==> src/rtl/pc_update_sequencer.sv <==
// Multi-cycle control FSM for the program-counter write path.
// It steps through IDLE, FETCH, DECODE, EXEC, UPDATE and HALT, and drives
// the PC-source selects, the PC and IR write strobes and a retired-instruction
// counter.
module pc_update_sequencer #(
  parameter int unsigned CNT_W         = 16,
  parameter int unsigned FETCH_TIMEOUT = 15
) (
  input  logic             clk,
  input  logic             rst,
  input  logic             instr_valid,
  input  logic [2:0]       op_class,
  input  logic             zero_flag,
  input  logic             stall,
  output logic             fetch_req,
  output logic             IR_write,
  output logic             PC_write,
  output logic [1:0]       M1,
  output logic             M7,
  output logic             halted,
  output logic             fetch_err,
  output logic [CNT_W-1:0] instr_count
);

  localparam logic [2:0] StIdle   = 3'd0;
  localparam logic [2:0] StFetch  = 3'd1;
  localparam logic [2:0] StDecode = 3'd2;
  localparam logic [2:0] StExec   = 3'd3;
  localparam logic [2:0] StUpdate = 3'd4;
  localparam logic [2:0] StHalt   = 3'd5;

  localparam logic [2:0] OpSeq  = 3'd0;
  localparam logic [2:0] OpJump = 3'd1;
  localparam logic [2:0] OpJr   = 3'd2;
  localparam logic [2:0] OpBeq  = 3'd3;
  localparam logic [2:0] OpBne  = 3'd4;
  localparam logic [2:0] OpHalt = 3'd5;

  localparam int unsigned WaitW = (FETCH_TIMEOUT < 2) ? 1 : $clog2(FETCH_TIMEOUT + 1);
  // Timeout fires on the cycle that would make the wait count reach FETCH_TIMEOUT.
  localparam logic [WaitW-1:0] WaitLast = WaitW'(FETCH_TIMEOUT - 1);

  logic [2:0]       state_q, state_d;
  logic [WaitW-1:0] wait_q, wait_d;
  logic [2:0]       op_q, op_d;
  logic [1:0]       m1_q, m1_d;
  logic             m7_q, m7_d;
  logic             err_q, err_d;
  logic [CNT_W-1:0] cnt_q, cnt_d;

  // Next-state logic; the wait counter clears in every state but FETCH, so
  // it starts at zero on each FETCH entry.
  always_comb begin
    state_d = state_q;
    wait_d  = '0;
    op_d    = op_q;
    m1_d    = m1_q;
    m7_d    = m7_q;
    err_d   = err_q;
    cnt_d   = cnt_q;
    case (state_q)
      StIdle: state_d = StFetch;
      StFetch: begin
        // A valid instruction wins over a coincident timeout.
        if (instr_valid) begin
          state_d = StDecode;
        end else if (wait_q == WaitLast) begin
          err_d   = 1'b1;
          state_d = StHalt;
        end else begin
          wait_d = wait_q + WaitW'(1);
        end
      end
      StDecode: begin
        if (!stall) begin
          op_d    = op_class;
          state_d = StExec;
        end
      end
      StExec: begin
        if (!stall) begin
          if (op_q == OpHalt) begin
            state_d = StHalt;
          end else begin
            case (op_q)
              OpJump: m1_d = 2'd0;
              OpJr:   m1_d = 2'd2;
              OpBeq: begin
                m1_d = 2'd1;
                m7_d = zero_flag;
              end
              OpBne: begin
                m1_d = 2'd1;
                m7_d = ~zero_flag;
              end
              default: begin  // seq, and classes 6-7
                m1_d = 2'd1;
                m7_d = 1'b0;
              end
            endcase
            state_d = StUpdate;
          end
        end
      end
      StUpdate: begin
        if (!stall) begin
          cnt_d   = cnt_q + CNT_W'(1);
          state_d = StFetch;
        end
      end
      StHalt:  state_d = StHalt;
      default: state_d = StIdle;
    endcase
  end

  // State registers with synchronous active-high reset.
  always_ff @(posedge clk) begin
    if (rst) begin
      state_q <= StIdle;
      wait_q  <= '0;
      op_q    <= OpSeq;
      m1_q    <= 2'd1;
      m7_q    <= 1'b0;
      err_q   <= 1'b0;
      cnt_q   <= '0;
    end else begin
      state_q <= state_d;
      wait_q  <= wait_d;
      op_q    <= op_d;
      m1_q    <= m1_d;
      m7_q    <= m7_d;
      err_q   <= err_d;
      cnt_q   <= cnt_d;
    end
  end

  // Strobes are decoded from the current state; selects come straight from flops.
  always_comb begin
    fetch_req   = (state_q == StFetch);
    IR_write    = (state_q == StFetch) && instr_valid;
    PC_write    = (state_q == StUpdate) && !stall;
    halted      = (state_q == StHalt);
    M1          = m1_q;
    M7          = m7_q;
    fetch_err   = err_q;
    instr_count = cnt_q;
  end

endmodule

==> config.mk <==
export PLATFORM = sky130hd
export DESIGN_NAME = pc_update_sequencer
export DESIGN_NICKNAME = d
export VERILOG_FILES = /design/src/rtl/pc_update_sequencer.sv
export SDC_FILE = /design/constraint.sdc
export NUM_CORES = 1
export LEC_CHECK = 0
export CAP_MARGIN = 10
export CORE_AREA = 2 2 65 67
export DETAILED_ROUTE_END_ITERATION = 10
export DIE_AREA = 0 0 67 69
export PLACE_DENSITY_LB_ADDON = 0.08
export SYNTH_ARGS = -nofsm -noshare
export SYNTH_HDL_FRONTEND = slang
export SYNTH_SLANG_ARGS = --single-unit
==> constraint.sdc <==
create_clock -name clk -period 2.9 [get_ports clk]
set_input_delay 0.435 -clock clk [delete_from_list [all_inputs] [get_ports clk]]
set_output_delay 0.435 -clock clk [all_outputs]
set_load 0.1 [all_outputs]
### After elaboration in Yosys (flattened, before gate mapping)

Index checks and enable logic that the tools add are counted.
W data, S select, Z words.

| operators by class | value |
|---|---|
| bitwise gates (word level) | 6 |
| add/sub/neg operators | 2 |
| equality and inequality tests | 15 |
| muxes and demuxes | 9 |
| reduce and logical (&&, ||, !) cells | 12 |

Operator list:

| operator | number |
|---|---|
| $pmux W3 S6 | 1 |
| $add A16 B1 Y16 const B | 1 |
| $mux W3 | 5 |
| $eq A3 B2 Y1 const B | 4 |
| $eq A3 B3 Y1 const B | 4 |
| $reduce_and A4 Y1 | 2 |
| $eq A3 B1 Y1 const B | 2 |
| $ne A2 B2 Y1 const B | 3 |
| $not A1 Y1 | 6 |
| $reduce_and A3 Y1 | 2 |
| $add A4 B1 Y4 const B | 1 |
| $eq A4 B4 Y1 const B | 1 |
| $pmux W2 S2 | 1 |
| $reduce_and A2 Y1 | 2 |
| $reduce_or A4 Y1 | 1 |
| $logic_not A3 Y1 | 1 |
| $ne A3 B2 Y1 const B | 1 |
| $pmux W1 S3 | 1 |
| $logic_and A1 B1 Y1 | 2 |
| $reduce_or A2 Y1 | 1 |
| $logic_not A1 Y1 | 1 |
| $mux W1 | 1 |

| storage, ports and cells | value |
|---|---|
| output and inout bits | 24 |
| word-level logic and storage cells | 51 |
| flip-flop bits (word level) | 30 |
| bits of input ports | 8 |

### Depth between registers and ports, before layout

| logic depth | value |
|---|---|
| depth in word-level cells | 4 |
| mapped depth | 6 |
| depth with buffers taken out | 6 |

### Worst setup path after synthesis

Ideal clock, no wire load.

| path | value |
|---|---|
| path kind | reg2reg |
| from | register state_q[0] |
| to | register state_q[0] |
| path slack | -1.224 ns |
| arrival | 3.996 ns |
| path buffers | 1 |
| stages on the path, launching flop included | 6 |
| required time | 2.772 ns |
| clock period less this slack | 4.124 ns |
| library setup time | 0.128 ns |
| cells stage by stage | dfxtp_1 clkbuf_1 nor4bb_1 a221oi_1 mux2i_1 nor2_1 |

| between the ends | value |
|---|---|
| word-level cells in the longest chain between the ends | 3 |
| elaborated cells on any way between the ends | 12 |
| classes of those cells | eq/ne: 9; mux: 1; reduce/logical: 2 |

RTL lines:

| item | line | RTL |
|---|---|---|
| start, declared | 43 | `logic [2:0] state_q, state_d;` |
| start signal, assigned | 119 | `state_q <= StIdle;` |
| start signal, assigned | 127 | `state_q <= state_d;` |
| $eq A3 B1 Y1 (tied with other cells) | 61 | `case (state_q)` |
| $ne A3 B2 Y1 (no source line) / $ne A2 B2 Y1 (equally long branches) | - |  |
| $reduce_and A4 Y1 (no source line) | - |  |

Several ways; a longest one is shown, not always the timed one.
A chain may end at the register's enable or synchronous reset.

### Worst setup path after layout

| path | value |
|---|---|
| from | input port stall |
| to | output port PC_write |

| between the ends | value |
|---|---|
| word-level cells in the longest chain between the ends | 2 |

RTL lines:

| item | line | RTL |
|---|---|---|
| start, declared | 14 | `input logic stall,` |
| $logic_not A1 Y1 | 141 | `PC_write = (state_q == StUpdate) && !stall;` |
| $logic_and A1 B1 Y1 | 141 |  |
| end, declared | 17 | `output logic PC_write,` |

No other way between the ends.

==> flow_summary.toml <==
[final_layout]
utilization = 0.486
layout-drive-gt1-share = 0.206
final_net_count = 209
antenna_cells = 0
area_growth_pct = 28.5
postLayoutCellArea_um2 = 1900

[clocking]
clock_sinks = 30
cts-root-buf = "clkbuf_8"
cts_tree = "built"
numCtsBuffers = 5
cts_hold_buf = 0
htreeDepth = 2
cts.path.max_buffers = 2
path_clk_slew_ns = 0.06
clk_latency_ns = 0.28
cts_resized = 0
postCtsSetupRepairBufs = 0

[setup_path]
start_kind = "input pin"
crit_family = "buffers and inverters"
r2r_setup_slack_ns = 0.74
r2r_cells = 4
cp_slowest_cell = "or4b_4"
worstPathMaxFanout = 11
cp.required_ns = 2.47
end_kind = "output pin"
arrival_ns = 1.92
crit_chain = "clkdlybuf4s50_1 -> or4b_4 -> clkinv_2 -> buf_12"
path_class = "input pin to output pin"
r2r-end = "instr_count[15]$_SDFFE_PP0P_"
timing.rr.start = "state_q[2]$_SDFFE_PP0P_"
worst-path-buf-inv = 3
cp_slowest_stage_delay_ns = 0.57

[sta]
fin_ws_ns = 0.540
hold-worst-slack_ns = 0.447
setup_viol = 0
maxSlewHeadroom = 0.607
rsz0062_at_grt = "false"
slew_viol_final = 0
fin_crit_sh = 0.814
fin_crit_ns = 2.36
fmax_mhz = 424
worst_clock_skew_ns = 0.00204
finalHoldViolCount = 0
max_slew.worst_pin.slew_ns = 0.581
setup_tns_ns = 0

[route]
drtIter0Drc = 44
firstDrtPassIters = 4
avgViaCountPerCell = 5.09
num_vias = 1268
wire_per_inst_um = 12.3
ant_nets = 0
wl_um = 3070
drc = 0

[pwr]
internal_power_mw = 0.705
clockPowerShare = 0.410
power.share.sequential = 0.464
p_switching_mw = 0.247
p_per_area_nw_per_um2 = 500
p_sw_frac = 0.259
leakagePower_nw = 0.744
vdd_drop_max_uv = 253
p_comb_frac = 0.126

[floorplanning]
initial_core_util = 0.379
die_area_um2 = 4620
fp.dieH_um = 69
core.rowCount = 23
fp.dieW_um = 67
boundaryPins = 32
core-area_um2 = 3910

[grt]
grt_overflow = 0
antenna_found_initial = 0
grt_pass1_vias = 1157
grt_max_degree = 16
grt_pass1_wl_um = 5310
grt_use_total = 0.146

[logic_synthesis]
ys.warnings.count = 0
synth_cell_types = 43
syn-instance-count = 167
synth_area_leaders = "dfxtp_1 (41%), nor2_1 (5.6%), xor2_1 (4.1%), a21oi_1 (3.7%), nand4_1 (3.4%)"
yosysTopAreaCell = "dfxtp_1"
synthArstFlopShare = 0
yosysSeqAreaShare = 0.405
netlist_top_cells_count = "dfxtp_1 (30), nor2_1 (22), a21oi_1 (11)"
synth_fp_nets = 178
synth.most_common_cell = "dfxtp_1"
synth_seq_cells = 30
synth.avg_cell_area_um2 = 8.87
synth_ff_type = "dfxtp_1"
syn_area_um2 = 1480
synth_edf_count = 0
synth_top_cell_area_share = 0.405

[hold_path]
whs_path_depth = 2
min-delay-start = "fetch_err$_SDFFE_PP0P_"
hold-path-endpoint = "fetch_err$_SDFFE_PP0P_"
min_path_type = "flip-flop to flip-flop"

[placement]
dp_slack_ns = 0.298
placed_area_um2 = 1790
gp_congestion = 0.728
hpwl_um = 2230
placement.io_buffers = 31

[status]
status = "finished clean"

[job]
cap_violations = 0
## worst max-delay path by stage
| stage | endpoint | cells past startpoint | startpoint |
|---|---|---|---|
| global route | PC_write | 4 | stall |
| finish | PC_write | 4 | stall |
| floorplan | instr_count[14]$_SDFFE_PP0P_ | 4 | instr_count[3]$_SDFFE_PP0P_ |
| detailed placement | instr_count[15]$_SDFFE_PP0P_ | 5 | stall |
| CTS | PC_write | 4 | stall |
| global placement | instr_count[15]$_SDFFE_PP0P_ | 5 | stall |
## placed cells by master (no fill, tap or decap), types with 4 or more instances in the layout
master           synthesis  routed
dfxtp_1                 30      30
buf_4                    0      25
nor2_1                  22      22
a21oi_1                 11      11
inv_1                    8       8
nand3_1                  8       8
nand4_1                  8       8
clkbuf_8                 0       8
xor2_1                   7       7
clkdlybuf4s50_1          0       7
nand2_1                  5       5
and2_1                   4       4
xnor2_1                  4       4
o21ai_0                  4       4
## sequential cells by signal, indices dropped and copies added (netlist names)
register / count
op_q: 3
state_q: 3
M1: 2
M7: 1
wait_q: 4
instr_count: 16
fetch_err: 1
## worst min-delay path: cells and delay by family, from the launching register on
kind	cells	cell delay (ns)
DFF	1	0.31
buffers and inverters	1	0.05
AOI/OAI and AO/OA	1	0.05
## metal layers
metal	wire (um)	vias up	track usage
li1	-	653	-
met1	1410	587	0.181
met2	1460	21	0.229
met3	140	7	0.0506
met4	52	0	0.0567
met5	0	-	0
## layout make-up
class | instances | area, um2
Sequential cell | 30 | 601
Multi-Input combinational cell | 119 | 817
Inverter | 9 | 35.0
Tap cell | 50 | 62.6
Fill cell | 403 | 2010
Clock buffer | 8 | 110
Timing Repair Buffer | 33 | 278
## through the flow
stage	total power [mW]	std cells
2_1_floorplan	0.540	167
3_3_place_gp	0.569	241
3_5_place_dp	0.570	241
4_1_cts	0.967	249
5_1_grt	1.00	249
6_report	0.952	249
## kinds of logic after synthesis
group,count (synthesis),synth area share
AND/OR/NAND/NOR,75,0.313
XOR/XNOR,11,0.0650
flip-flops,30,0.405
buffers and inverters,18,0.0532
adder cells (fa/ha/maj),3,0.0253
multiplexers,5,0.0355
AO/OA/AOI/OAI,25,0.103
## power by group through the flow
| stage | Sequential (mW) | Clock [mW] | Combinational [mW] |
|---|---|---|---|
| floorplan | 0.439 | 0 | 0.101 |
| global placement | 0.449 | 0 | 0.120 |
| detailed placement | 0.450 | 0 | 0.120 |
| CTS | 0.440 | 0.406 | 0.121 |
| global route | 0.444 | 0.431 | 0.128 |
| finish | 0.441 | 0.391 | 0.120 |
(Power assumes the default switching activity.)
==> RTL edit 1, RTL diff (same flow settings) <==
Set the parameter `CNT_W` to 32 (it was 16).
--- a/src/rtl/pc_update_sequencer.sv
+++ b/src/rtl/pc_update_sequencer.sv
@@ -5,3 +5,3 @@
 module pc_update_sequencer #(
-  parameter int unsigned CNT_W         = 16,
+  parameter int unsigned CNT_W         = 32,
   parameter int unsigned FETCH_TIMEOUT = 15
Ports: changed (resized instr_count); port bits go from 32 to 48. The function was not compared with the original's and may differ.
==> RTL edit 1 against the unedited design <==
- cell area grew 43%
- sequential share of layout area is 2.3 points higher
- worst hold slack better by 18 ps
- non-clock buffer count up 23
- setup slack got worse by 210 ps
- combinational power rose by 9%
- routed wire length is 49% higher
- total power increased by 24%
- sequential cell count rose by 16
- area after synthesis grew 47%
- via count grew 61%
- final cell count grew 44%
- sequential power up 47%
- critical endpoint is now instr_count[29]$_SDFFE_PP0P_
==> RTL edit 1: results (changes against the unedited design) <==
clk_lat worst skew 290 ps; number of global-route vias before repair 1,858 (+61%); total wire length after detailed routing 4.58 mm (+49%); Resized cells post-CTS 0 (unchanged); first-pass detailed-route iteration total 4 (unchanged); synthesized instance count 261 (+56%); Max stage delay cell, worst path sky130_fd_sc_hd__or4_1; Root Driver sky130_fd_sc_hd__clkbuf_8; reg2reg setup slack 470 ps (-270 ps); flip-flop count of the largest register after layout 32 (+16); Synth top cells by count 46 x sky130_fd_sc_hd__dfxtp_1, 29 x sky130_fd_sc_hd__a21oi_1, 21 x sky130_fd_sc_hd__nor2_1, 18 x sky130_fd_sc_hd__o21ai_0, 17 x sky130_fd_sc_hd__nand2_1; Post-CTS Repair Setup Buffers 0 (unchanged); pin count of the biggest net entering global routing 25 (+9); clk slew on worst S/H paths 80 ps (+20 ps); yosys synthesis warning count 0 (unchanged); run status completed; share of layout cells above drive strength 1 20.1% (-0.54 points); antenna violations before repair 0 (unchanged); share of the yosys chip area belonging to registers 42.3% (+1.8 points); leakage 0.990 nW (+33%); family with the most delay on the worst path simple AND/OR/NAND/NOR gates; slowest stage delay, CP 530 ps (-40 ps); worst voltage drop across the vdd grid 329 uV (+30%); initial detailed-routing violation count 187 (+330%); worst r2r src state_q[0]$_SDFFE_PP0P_; fill cell total of the finished layout 350 (-13%); min-delay src wait_q[0]$_SDFF_PP0_; worst slew margin relative to its limit 65.8% (+5.0 points); final net count 319 (+53%); routability-driven placement congestion ratio 0.818 (+12%); WP data arrival 2790 ps (+870 ps); worst hold path type reg -> reg; largest fanout of any net on the critical path 21 (+10); syn nets 272 (+53%); Internal 0.000874 W (+24%); top cells by area in the synthesized netlist sky130_fd_sc_hd__dfxtp_1 42%, sky130_fd_sc_hd__a21oi_1 6.7%, sky130_fd_sc_hd__o21ai_0 4.1%; number of buffers between clock root and the deepest sink 2 (unchanged); TritonCTS Buffers 5 (unchanged); number of distinct library cells after synthesis 35 (-19%); proportion of synthesized flip-flops having asynchronous set or reset 0% (unchanged); count of buffers from port buffering 47 (+52%); global-route usage over all layers 22.2% (+7.6 points); Ant. Diodes 0 (unchanged); DPL Wire Length 3.26 mm (+46%); Setup Skew 3.15 ps (+1.11 ps); Worst Hold Slack 465 ps (+17.6 ps); total via count after detailed routing 2,045 (+61%); filler-free cell count of the finished design 359 (+44%); pre-CTS WS 28.4 ps (-270 ps); wire length of the first global-routing pass 8.36 mm (+57%); number of placed instances, taps included 351 (+46%)
==> RTL edit 1: per-layer routing <==
metal	global-route usage [%]	share of wire [%]
met5	0	0
met4	6.12	1.6
met3	4.89	5.5
met2	32.7	44
met1	32.5	49
==> RTL edit 1: cell type report <==
cell class / count / area (um2) / area share, %
tap: 50 / 62.6 / 2.30
timing repair buffer: 56 / 450 / 16.6
inverter: 9 / 33.8 / 1.24
sequential: 46 / 921 / 33.9
clock buffer: 7 / 86.3 / 3.17
multi-input combinational: 190 / 1160 / 42.7
clock inverter: 1 / 5.00 / 0.184
==> RTL edit 1: final timing paths <==
kind,to,cells after the start
worst max-delay path,instr_count[29]$_SDFFE_PP0P_,6
worst min-delay path,wait_q[0]$_SDFF_PP0_,1
worst max register to register,instr_count[29]$_SDFFE_PP0P_,5
worst min register to register,wait_q[0]$_SDFF_PP0_,1
==> RTL edit 1: per-stage QoR <==
step	cell area, um2	power, W	utilization (%)
2_1_floorplan	2190	0.000758	-
3_3_place_gp	2630	0.000795	67.2
3_5_place_dp	2630	0.000796	67.2
4_1_cts	2720	0.00119	69.5
5_1_grt	2720	0.00122	69.5
6_report	2720	0.00118	69.5
==> RTL edit 1: cells by family (layout without fill, tap and decap cells) <==
group           after synthesis  after routing  synth area share (%)
xor+xnor                     12             12                  4.83
compound gates               62             62                  16.2
flops                        46             46                  42.3
fa+ha+maj                     3              3                  1.73
mux                           4              4                  1.84
buf+inv                      25             73                  5.01
simple gates                109            109                  28.0
==> RTL edit 1: power groups by stage <==
| stage | registers, W | clock network, W | logic, W |
|---|---|---|---|
| after floorplan | 0.000668 | 0 | 0.0000897 |
| after global placement | 0.000665 | 0 | 0.000130 |
| after detailed placement | 0.000665 | 0 | 0.000131 |
| after CTS | 0.000650 | 0.000410 | 0.000131 |
| after global routing | 0.000652 | 0.000432 | 0.000141 |
| final | 0.000650 | 0.000395 | 0.000131 |
==> RTL edit 2, RTL diff (same flow settings) <==
Without the edit above. Register the output `instr_count`, without a reset; this adds one clock of latency there. The other outputs are not delayed to match.
--- a/src/rtl/pc_update_sequencer.sv
+++ b/src/rtl/pc_update_sequencer.sv
@@ -41,2 +41,4 @@
   localparam logic [WaitW-1:0] WaitLast = WaitW'(FETCH_TIMEOUT - 1);
+
+  logic [CNT_W-1:0] instr_count_d;
 
@@ -145,3 +147,7 @@
     fetch_err   = err_q;
-    instr_count = cnt_q;
+    instr_count_d = cnt_q;
+  end
+
+  always_ff @(posedge clk) begin
+    instr_count <= instr_count_d;
   end
Function: changed (Yosys sat finds a counterexample within 10 cycles, from zero or initial values and one cycle with rst high).
==> RTL edit 2 against the unedited design <==
- sequential cell count is 16 higher
- final cell count is 8.0% higher
- critical path depth stayed put
- clock skew is 2.3 ps higher
- synthesized cell count is 9.6% higher
- critical endpoint unchanged
- setup slack worse by 170 ps
- routed wire length is 5.0% higher
- area after synthesis is 22% higher
- cell area is 18% higher
Power is not compared: it rests on default switching activity, and its combinational part moved more than twofold at a synthesized area within 25%.
==> RTL edit 2: results (changes against the unedited design) <==
run status completed; mux contribution to synthesized area 3.33% (-0.22 points); number of buffers between clock root and the deepest sink 2 (unchanged); worst slew margin relative to its limit 58.2% (-2.5 points); Synth top cells by count 46 x sky130_fd_sc_hd__dfxtp_1, 22 x sky130_fd_sc_hd__nor2_1, 15 x sky130_fd_sc_hd__nand2_1, 9 x sky130_fd_sc_hd__a21oi_1, 8 x sky130_fd_sc_hd__xnor2_1; wire length of the first global-routing pass 5.68 mm (+6.9%); Max stage delay cell, worst path sky130_fd_sc_hd__or4b_1; number of global-route vias before repair 1,294 (+12%); clk slew on worst S/H paths 80 ps (+20 ps); share of the yosys chip area belonging to registers 51.1% (+11 points); syn nets 194 (+9.0%); WP data arrival 2100 ps (+180 ps); initial detailed-routing violation count 53 (+20%); R2R Path End cnt_q[15]$_SDFFE_PP0P_; DPL Wire Length 2.28 mm (+2.1%); largest fanout of any net on the critical path 8 (-3); complex-gate fraction of the synthesized area 9.02% (-1.3 points); pin count of the biggest net entering global routing 18 (+2); number of distinct library cells after synthesis 46 (+7.0%); post-DR wirelength/cell 12.0 um (-2.8%); fill cell total of the finished layout 371 (-7.9%); reg2reg setup slack 710 ps (-30 ps); pre-CTS WS 288 ps (-9.99 ps); upper clock frequency limit 395 MHz (-6.8%); global-route usage over all layers 15.8% (+1.2 points); top cells by area in the synthesized netlist sky130_fd_sc_hd__dfxtp_1 51%, sky130_fd_sc_hd__nor2_1 4.6%, sky130_fd_sc_hd__xnor2_1 3.9%; share of layout cells above drive strength 1 21.0% (+0.40 points); slowest stage delay, CP 680 ps (+110 ps); final net count 229 (+9.6%); min-delay src cnt_q[15]$_SDFFE_PP0P_; routability-driven placement congestion ratio 0.778 (+6.9%)
## RTL edit 2: how the worst min path moves through the flow
stage	slack, ps	cells past startpoint	endpoint
finish	380	0	instr_count[15]$_DFF_P_
global route	390	0	instr_count[15]$_DFF_P_
CTS	380	0	instr_count[15]$_DFF_P_
detailed placement	370	0	instr_count[15]$_DFF_P_
global placement	360	0	instr_count[15]$_DFF_P_
floorplan	340	0	instr_count[15]$_DFF_P_
## RTL edit 2: worst reg2reg max path: stages, from the launching register on
cell                      delay [ps]
sky130_fd_sc_hd__dfxtp_1         560
sky130_fd_sc_hd__or4b_1          660
sky130_fd_sc_hd__nor4_4          390
sky130_fd_sc_hd__nand3_1         150
sky130_fd_sc_hd__mux2_4          310
## RTL edit 2: through the flow
step           instance area (um2)  cells
5_1_grt                       2240    269
6_report                      2240    269
4_1_cts                       2240    269
2_1_floorplan                 1810    183
3_3_place_gp                  2130    261
3_5_place_dp                  2130    261
## RTL edit 2: cell type report
cell class                 count  area share [%]
sequential                    46            41.1
multi-input combinational    124            37.3
timing repair buffer          35            13.1
clock buffer                   7            3.41
tap                           50            2.79
clock inverter                 1            1.34
inverter                       6            1.01
## RTL edit 2: cells by family after synthesis
family | Yosys count
AND/OR/NAND/NOR | 79
buffers and inverters | 13
AO/OA/AOI/OAI | 25
adder cells (fa/ha/maj) | 3
XOR/XNOR | 12
multiplexers | 5
flip-flops | 46
## RTL edit 2: per-layer routing
metal | share of wire [%] | vias up | track usage, %
li1 | - | 709 | -
met4 | 1.4 | 0 | 5.44
met3 | 5.1 | 6 | 5.71
met1 | 45 | 615 | 19.0
met5 | 0 | - | 0
met2 | 48 | 29 | 25.5
## RTL edit 2: where the power goes
part | switching, W | internal, W
sequential | 0.0000349 | 0.000650
combinational | 0.000169 | 0.0000791
clock | 0.000193 | 0.000258
total | 0.000396 | 0.000986
